===== src/rtl/wb_cache_arbiter_pkg.sv =====
// wb_arb_pkg: shared types for the icache/dcache Wishbone arbiter.
//   grant_t    - bus owner encoding, doubles as the arbiter state.
//   wb_req_t   - one master's Wishbone request bundle (cyc, stb, we, adr, dat, sel).
//   arb_decide - owner selection when the bus is free or being released.
package wb_arb_pkg;

    typedef enum logic [1:0] {
        GNT_NONE = 2'b00,
        GNT_I    = 2'b01,
        GNT_D    = 2'b10
    } grant_t;

    // Word-address width shared with the caches; the request bundle is sized by it.
    localparam int unsigned WB_AW = 12;

    typedef struct packed {
        logic             cyc;
        logic             stb;
        logic             we;
        logic [WB_AW-1:0] adr;
        logic [31:0]      dat;
        logic [3:0]       sel;
    } wb_req_t;

    localparam wb_req_t WB_REQ_IDLE = '0;

    // Contention goes to the dcache unless round-robin is on and the dcache
    // held the most recent grant.
    function automatic grant_t arb_decide(input logic i_cyc,
                                          input logic d_cyc,
                                          input logic last_d,
                                          input logic round_robin);
        grant_t g;
        g = GNT_NONE;
        if (i_cyc && d_cyc) begin
            g = (round_robin && last_d) ? GNT_I : GNT_D;
        end else if (i_cyc) begin
            g = GNT_I;
        end else if (d_cyc) begin
            g = GNT_D;
        end
        return g;
    endfunction

endpackage


===== src/rtl/wb_cache_arbiter.sv =====
// wb_cache_arbiter: two-master (icache, dcache) to one-slave pipelined Wishbone arbiter.
// Ownership is granted per Wishbone cycle and held until the owner drops cyc.
// Ports:
//   cpu_clock_i, cpu_reset_i     clock, synchronous active-high reset
//   i_wb_*  / d_wb_*             icache / dcache master request and responses
//   m_wb_dat_o                   slave read data, broadcast to both masters
//   wb_*_o / wb_*_i              slave request and responses
//   grant_o                      registered owner: 00 none, 01 icache, 10 dcache
//   timeout_o                    sticky flag: owner waited TIMEOUT cycles without ack
module wb_cache_arbiter
    import wb_arb_pkg::*;
#(
    parameter int unsigned AW          = WB_AW,
    parameter bit          ROUND_ROBIN = 1'b1,
    parameter int unsigned TIMEOUT     = 1023
) (
    input  logic          cpu_clock_i,
    input  logic          cpu_reset_i,

    input  logic          i_wb_cyc_i,
    input  logic          i_wb_stb_i,
    input  logic          i_wb_we_i,
    input  logic [AW-1:0] i_wb_adr_i,
    input  logic [31:0]   i_wb_dat_i,
    input  logic [3:0]    i_wb_sel_i,
    output logic          i_wb_stall_o,
    output logic          i_wb_ack_o,
    output logic          i_wb_err_o,

    input  logic          d_wb_cyc_i,
    input  logic          d_wb_stb_i,
    input  logic          d_wb_we_i,
    input  logic [AW-1:0] d_wb_adr_i,
    input  logic [31:0]   d_wb_dat_i,
    input  logic [3:0]    d_wb_sel_i,
    output logic          d_wb_stall_o,
    output logic          d_wb_ack_o,
    output logic          d_wb_err_o,

    output logic [31:0]   m_wb_dat_o,

    output logic          wb_cyc_o,
    output logic          wb_stb_o,
    output logic          wb_we_o,
    output logic [AW-1:0] wb_adr_o,
    output logic [31:0]   wb_dat_o,
    output logic [3:0]    wb_sel_o,
    input  logic          wb_stall_i,
    input  logic          wb_ack_i,
    input  logic          wb_err_i,
    input  logic [31:0]   wb_dat_i,

    output logic [1:0]    grant_o,
    output logic          timeout_o
);

    // The request bundle is sized by the package address width.
    if (AW != WB_AW) begin : g_aw_check
        $error("wb_cache_arbiter: AW must equal wb_arb_pkg::WB_AW");
    end

    localparam int unsigned     CW     = (TIMEOUT > 0) ? $clog2(TIMEOUT + 1) : 1;
    localparam logic [CW-1:0]   TO_VAL = CW'(TIMEOUT);

    grant_t        state_q;
    grant_t        state_d;
    logic          last_d_q;
    logic [CW-1:0] wait_cnt_q;
    logic [CW-1:0] wait_inc;
    logic          owner_cyc;
    logic          wait_tick;

    wb_req_t i_req;
    wb_req_t d_req;
    wb_req_t s_req;

    assign i_req = '{i_wb_cyc_i, i_wb_stb_i, i_wb_we_i, i_wb_adr_i, i_wb_dat_i, i_wb_sel_i};
    assign d_req = '{d_wb_cyc_i, d_wb_stb_i, d_wb_we_i, d_wb_adr_i, d_wb_dat_i, d_wb_sel_i};

    // Muxing depends only on the registered owner; the non-owner sees stall
    // so its pending stb is held rather than lost.
    always_comb begin
        s_req        = WB_REQ_IDLE;
        owner_cyc    = 1'b0;
        i_wb_stall_o = 1'b1;
        i_wb_ack_o   = 1'b0;
        i_wb_err_o   = 1'b0;
        d_wb_stall_o = 1'b1;
        d_wb_ack_o   = 1'b0;
        d_wb_err_o   = 1'b0;
        case (state_q)
            GNT_I: begin
                s_req        = i_req;
                owner_cyc    = i_wb_cyc_i;
                i_wb_stall_o = wb_stall_i;
                i_wb_ack_o   = wb_ack_i;
                i_wb_err_o   = wb_err_i;
            end
            GNT_D: begin
                s_req        = d_req;
                owner_cyc    = d_wb_cyc_i;
                d_wb_stall_o = wb_stall_i;
                d_wb_ack_o   = wb_ack_i;
                d_wb_err_o   = wb_err_i;
            end
            default: begin
            end
        endcase
    end

    assign wb_cyc_o   = s_req.cyc;
    assign wb_stb_o   = s_req.stb;
    assign wb_we_o    = s_req.we;
    assign wb_adr_o   = s_req.adr;
    assign wb_dat_o   = s_req.dat;
    assign wb_sel_o   = s_req.sel;
    assign m_wb_dat_o = wb_dat_i;
    assign grant_o    = state_q;

    // An owner holding cyc keeps the bus; otherwise (idle, or the owner just
    // released) re-arbitrate. Releasing owner has cyc low, so the other master
    // wins if it is waiting, which yields exactly one cyc-low cycle per handoff.
    always_comb begin
        state_d = state_q;
        if (!owner_cyc) begin
            state_d = arb_decide(i_wb_cyc_i, d_wb_cyc_i, last_d_q, ROUND_ROBIN);
        end
    end

    assign wait_inc  = wait_cnt_q + CW'(1);
    assign wait_tick = (state_d == state_q) && !wb_ack_i && owner_cyc;

    always_ff @(posedge cpu_clock_i) begin
        if (cpu_reset_i) begin
            state_q    <= GNT_NONE;
            last_d_q   <= 1'b0;
            wait_cnt_q <= '0;
            timeout_o  <= 1'b0;
        end else begin
            state_q <= state_d;
            if (state_d != GNT_NONE) begin
                last_d_q <= (state_d == GNT_D);
            end
            if ((state_d != state_q) || wb_ack_i) begin
                wait_cnt_q <= '0;
            end else if (owner_cyc && (wait_cnt_q != '1)) begin
                wait_cnt_q <= wait_inc;
            end
            // Flag rises at the edge closing the TIMEOUT-th ackless owner cycle.
            if ((TIMEOUT != 0) && wait_tick && (wait_cnt_q != '1) && (wait_inc == TO_VAL)) begin
                timeout_o <= 1'b1;
            end
        end
    end

endmodule


===== config.mk =====
export PLATFORM = sky130hd
export DESIGN_NAME = wb_cache_arbiter
export DESIGN_NICKNAME = d
export VERILOG_FILES = /design/src/rtl/wb_cache_arbiter_pkg.sv /design/src/rtl/wb_cache_arbiter.sv
export SDC_FILE = /design/constraint.sdc
export NUM_CORES = 1
export LEC_CHECK = 0
export ABC_AREA = 1
export CORE_ASPECT_RATIO = 2
export CORE_MARGIN = 5
export CORE_UTILIZATION = 29
export DETAILED_ROUTE_END_ITERATION = 8
export PLACE_DENSITY_LB_ADDON = 0.25
export SETUP_SLACK_MARGIN = 0.3
export SLEW_MARGIN = 30
export SYNTH_ARGS = -nofsm -noshare
export SYNTH_HDL_FRONTEND = slang
export SYNTH_SLANG_ARGS = --single-unit

===== constraint.sdc =====
create_clock -name cpu_clock_i -period 3.5 [get_ports cpu_clock_i]
set_input_delay 0.7 -clock cpu_clock_i [delete_from_list [all_inputs] [get_ports cpu_clock_i]]
set_output_delay 0.7 -clock cpu_clock_i [all_outputs]
set_load 0.01 [all_outputs]

### Yosys cells after proc, flatten, opt, wreduce, memory -nomap -nowiden

Cells that the tools add are included.

| storage, ports and cells | value |
|---|---|
| bits of input ports | 139 |
| flip-flop bits (word level) | 14 |

| cells by class | value |
|---|---|
| $add $sub $neg | 1 |
| mux-type cells | 13 |
| reductions and logical operators | 10 |
| eq/ne operators | 7 |

Operator list:

| cell | number |
|---|---|
| one-hot mux 51 bit (2 select lines) | 1 |
| adder 10 x 1 -> 10 bit (second input constant) | 1 |
| == test 10 bit (second input constant) | 1 |
| 2-to-1 mux 2 bit | 5 |
| != test 10 bit (second input constant) | 1 |
| logical AND 1 bit | 6 |
| 2-to-1 mux 1 bit | 6 |
| == test 2 bit (second input constant) | 2 |
| == test 2 x 1 -> 1 bit (second input constant) | 1 |
| == test 2 bit | 1 |
| != test 2 bit | 1 |
| one-hot mux 1 bit (2 select lines) | 1 |
| nonzero test 2 bit | 1 |
| OR reduction 2 bit | 1 |
| logical NOT 1 bit | 1 |
| logical OR 1 bit | 1 |

### Longest topological paths before layout

| depth | value |
|---|---|
| word-level depth | 9 |
| depth in mapped cells | 13 |
| depth with buffers taken out | 12 |

### Least setup slack after synthesis

Ideal clock, no wire load.

| path | value |
|---|---|
| path type | reg2out |
| start | reg state_q[0], in the netlist grant_o[0] |
| end | out wb_adr_o[0] |
| required time | 2.800 ns |
| stages on the path, launching flop included | 6 |
| data arrival time | 1.302 ns |
| slack | 1.498 ns |
| path through | dfxtp_1 -> inv_1 -> ha_1 -> buf_2 -> clkbuf_1 -> a21oi_1 |

| between the ends | value |
|---|---|
| longest elaborated chain between the ends | 2 |
| elaborated cells on any way between the ends | 3 |

Ends and longest elaborated chain:

| what | RTL line | text |
|---|---|---|
| from (decl) | wb_cache_arbiter.sv:65 | `grant_t state_q;` |
| from (signal assigned) | wb_cache_arbiter.sv:140 | `state_q <= state_d;` |
| == test 2 bit or == test 2 x 1 -> 1 bit (tied branches) | wb_cache_arbiter.sv:91 | `case (state_q)` |
| one-hot mux 51 bit (2 select lines) * | wb_cache_arbiter.sv:91 |  |
| to (decl) | wb_cache_arbiter.sv:45 | `output logic [AW-1:0] wb_adr_o,` |

Mark *: on every way between the ends. The rest lies on a longest branch, timed or not.

### Final worst setup path

| path | value |
|---|---|
| start | reg state_q[0], in the netlist grant_o[0] |
| end | out wb_dat_o[18] |

| between the ends | value |
|---|---|
| longest elaborated chain between the ends | 2 |
| elaborated cells on any way between the ends | 3 |

Ends and longest elaborated chain:

| what | RTL line | text |
|---|---|---|
| == test 2 bit or == test 2 x 1 -> 1 bit (tied branches) | wb_cache_arbiter.sv:91 |  |
| one-hot mux 51 bit (2 select lines) * | wb_cache_arbiter.sv:91 |  |
| to (decl) | wb_cache_arbiter.sv:46 | `output logic [31:0] wb_dat_o,` |

Marked as above.

==> metrics.md <==
| Metric | Value |
|---|---|
| Total Wirelength | 9070 um |
| Synth cell count leaders | 145 x nand2_1, 59 x a21oi_1, 34 x buf_4, 26 x inv_1 |
| Synth cell types | 29 |
| NumNets Final | 618 |
| Clock-pin transition on the worst setup and hold timing paths | 50 ps |
| R2R depth | 11 |
| Num Clock Sinks | 14 |
| CTS tree | built |
| HPWL Detailed | 7340 um |
| Critical Path Sink Type | primary output |
| Max incr delay on CP | 490 ps |
| Status | finished clean |
| Slew margin rel. | 0.795 |
| Worst Tran Pin Value | 305 ps |
| I/O Buffers | 166 |
| Syn Inst Count | 352 |
| Die H | 124 um |
| Avg Cell Area, Syn | 5.35 um2 |
| Ant. Diodes | 0 |
| Reg2Reg Setup Slack | 1370 ps |
| Die X-Extent | 67.0 um |
| Routability Congestion | 0.987 |
| Worst R2R Start | grant_o[0] |
| Critical path fanouts, max | 30 |
| Critical Path RT | 2800 ps |
| Power per cell area | 208 nW/um2 |
| Area of the mapped netlist | 1880 um2 |
| Fin Clk Skew | 0.978 ps |
| Num CTS Buffers | 3 |
| Synth warn | 0 |
| Row count | 41 |
| Initial DRC count | 148 |
| WL/cell | 16.2 um |
| Static leakage | 1.26 nW |
| Met1 usage | 0.205 |
| RSZ-0062 raised after global routing | false |
| H-tree levels | 1 |
| Die area | 8300 um2 |
| Top delay family on crit path | buffers and inverters |
| Final min period | 2830 ps |
| Worst Hold Path EP | timeout_o |
| Startpoint types | flip-flop |
| CTS max path bufs | 2 |
| Placed cell areas | 3380 um2 |
| Area leader, netlist | nand2_1 |
| Starting Density | 0.298 |
| Slowest-stage cell, CP | clkdlybuf4s50_1 |
| Max Freq | 353 MHz |
| Top FF cell, synth | dfxtp_1 |
| Detailed-route DRC error count | 0 |
| Final period utilization | 0.809 |
| Post-route setup TNS | 0 ps |
| Vias in the first global route | 2,491 |
| I/O Pins | 231 |
| Worst flop-to-flop path endpoint | timeout_o |
| WP data arrival | 2130 ps |
| Core Region | 6310 um2 |
| Vias | 2,606 |
| Final max-slew violation count | 0 |
| Hold Crit Class | flip-flop to flip-flop |
| Syn Nets | 495 |
| Total of max-cap violations | 0 |
| Asr flop ratio synth | 0 |
| Crit path from | grant_o[0] |
| Post-synth EDFFs | 0 |
| Top-count cell post-synth | nand2_1 |
| Detail Route Antenna Nets | 0 |
| Yosys top cell area share | 0.289 |
| GR peak layer | met2 |
| M3 GR Usage | 0.119 |
| Final setup violation count | 0 |
| Pin count of the biggest net entering global routing | 55 |
| Critical hold path startpoint | timeout_o |
| WHS Path Cells | 2 |
| Seq cells post-synth | 14 |
| Final hold violation count | 0 |
| Total track usage | 0.199 |
| First-pass GRT wire length | 12,600 um |
| Worst VDD drop | 255 uV |
| Hold_buf cts | 0 |
| Met2 GRT Util | 0.337 |
| Worst-Skew Late Latency | 240 ps |
| Area grow syn2layout | 84.6% |
| WS Path Type | flip-flop to primary output |
| WP buf/inv | 3 |
| Design area | 3480 um2 |
| Initial antenna violation count | 0 |
| Grt total ovfl | 0 |
| CP cell instances | inv_1, ha_4, buf_4, a21oi_1, clkdlybuf4s50_1 |
| Clock Tree Root | clkbuf_16 |
| Seq/Total Area, Yosys | 0.149 |
| Drt pass-1 iters | 5 |
| Largest cells by area after synthesis | nand2_1 29%, a21oi_1 16%, dfxtp_1 15% |
| Vias/cell | 4.65 |
| Share of cells above drive strength 1 | 0.0401 |
-- worst min-delay path, delay by kind of cell (launching register included) --
kind	cells	cell delay, ps
DFF	1	300
and+or+nand+nor	2	110
-- layout make-up --
cell class / instances / area, um2
inverter: 30 / 118
tap: 86 / 108
fill: 640 / 2830
sequential: 14 / 280
timing repair buffer: 169 / 1710
multi-input combinational: 257 / 1170
clock buffer: 4 / 88.8
-- stage by stage --
step | cells | power (mW) | util | setup slack (ps) | hold WS [ps]
floorplan | 352 | 0.317 | - | 1500 | 452
global placement | 556 | 0.484 | 0.535 | 746 | 443
detailed placement | 556 | 0.485 | 0.535 | 714 | 458
CTS | 560 | 0.727 | 0.549 | 446 | 467
global route | 560 | 0.763 | 0.551 | 542 | 506
finish | 560 | 0.722 | 0.551 | 669 | 464
-- how the worst max path moves through the flow --
stage | cells past startpoint | end | slack [ps]
2_1_floorplan | 5 | wb_adr_o[0] | 1500
3_3_place_gp | 6 | wb_cyc_o | 750
3_5_place_dp | 5 | wb_dat_o[30] | 710
4_1_cts | 5 | wb_dat_o[30] | 450
5_1_grt | 5 | wb_dat_o[26] | 540
6_report | 5 | wb_dat_o[18] | 670
-- metal layers --
metal	part of all wire	up-vias
li1	-	1316
met1	0.35	1139
met2	0.48	141
met3	0.16	10
met4	0.014	0
met5	0	-
-- layout by cell type, fill, tap and decap left out --
cell / n
clkdlybuf4s50_1: 166
a21oi_2: 1
clkinv_1: 1
ha_4: 1
o21bai_1: 2
xnor2_1: 1
or2_1: 1
nand3b_1: 1
nand2_4: 1
nand2_2: 2
o21ai_0: 2
a21boi_1: 1
inv_2: 2
dfxtp_1: 14
a21oi_1: 59
o211ai_1: 1
nand3_1: 15
buf_4: 1
buf_12: 2
or2_2: 1
xor2_1: 1
nor2_1: 15
clkinv_4: 1
a211oi_1: 1
ha_1: 2
clkbuf_8: 1
nand2_1: 145
inv_1: 26
ha_2: 1
nor2_2: 2
clkbuf_16: 3
nand4_1: 1
-- cells by family (layout without fill, tap and decap cells) --
| family | after synthesis | count (layout) | synth area share |
|---|---|---|---|
| and+or+nand+nor | 184 | 184 | 0.392 |
| buffers and inverters | 81 | 203 | 0.237 |
| AOI/OAI and AO/OA | 67 | 67 | 0.187 |
| DFF | 14 | 14 | 0.149 |
| adders and majority gates | 4 | 4 | 0.0266 |
| xor gates and xnor gates | 2 | 2 | 0.00930 |
-- report_power, final --
part / switching (mW) / internal (mW) / total (mW)
combinational: 0.133 / 0.188 / 0.321
clock: 0.0631 / 0.173 / 0.236
sequential: 0.00278 / 0.163 / 0.165
-- sequential cells by signal, summed over array words and instances (netlist names) --
signal and cells:
grant_o 2, last_d_q 1, timeout_o 1, wait_cnt_q 10
-- timing repair --
item	in CTS	in global routing
endpoints found under the setup margin	0	1
buffers inserted	0	0
gates resized for setup	0	1
Power figures use the tool's default switching activity.
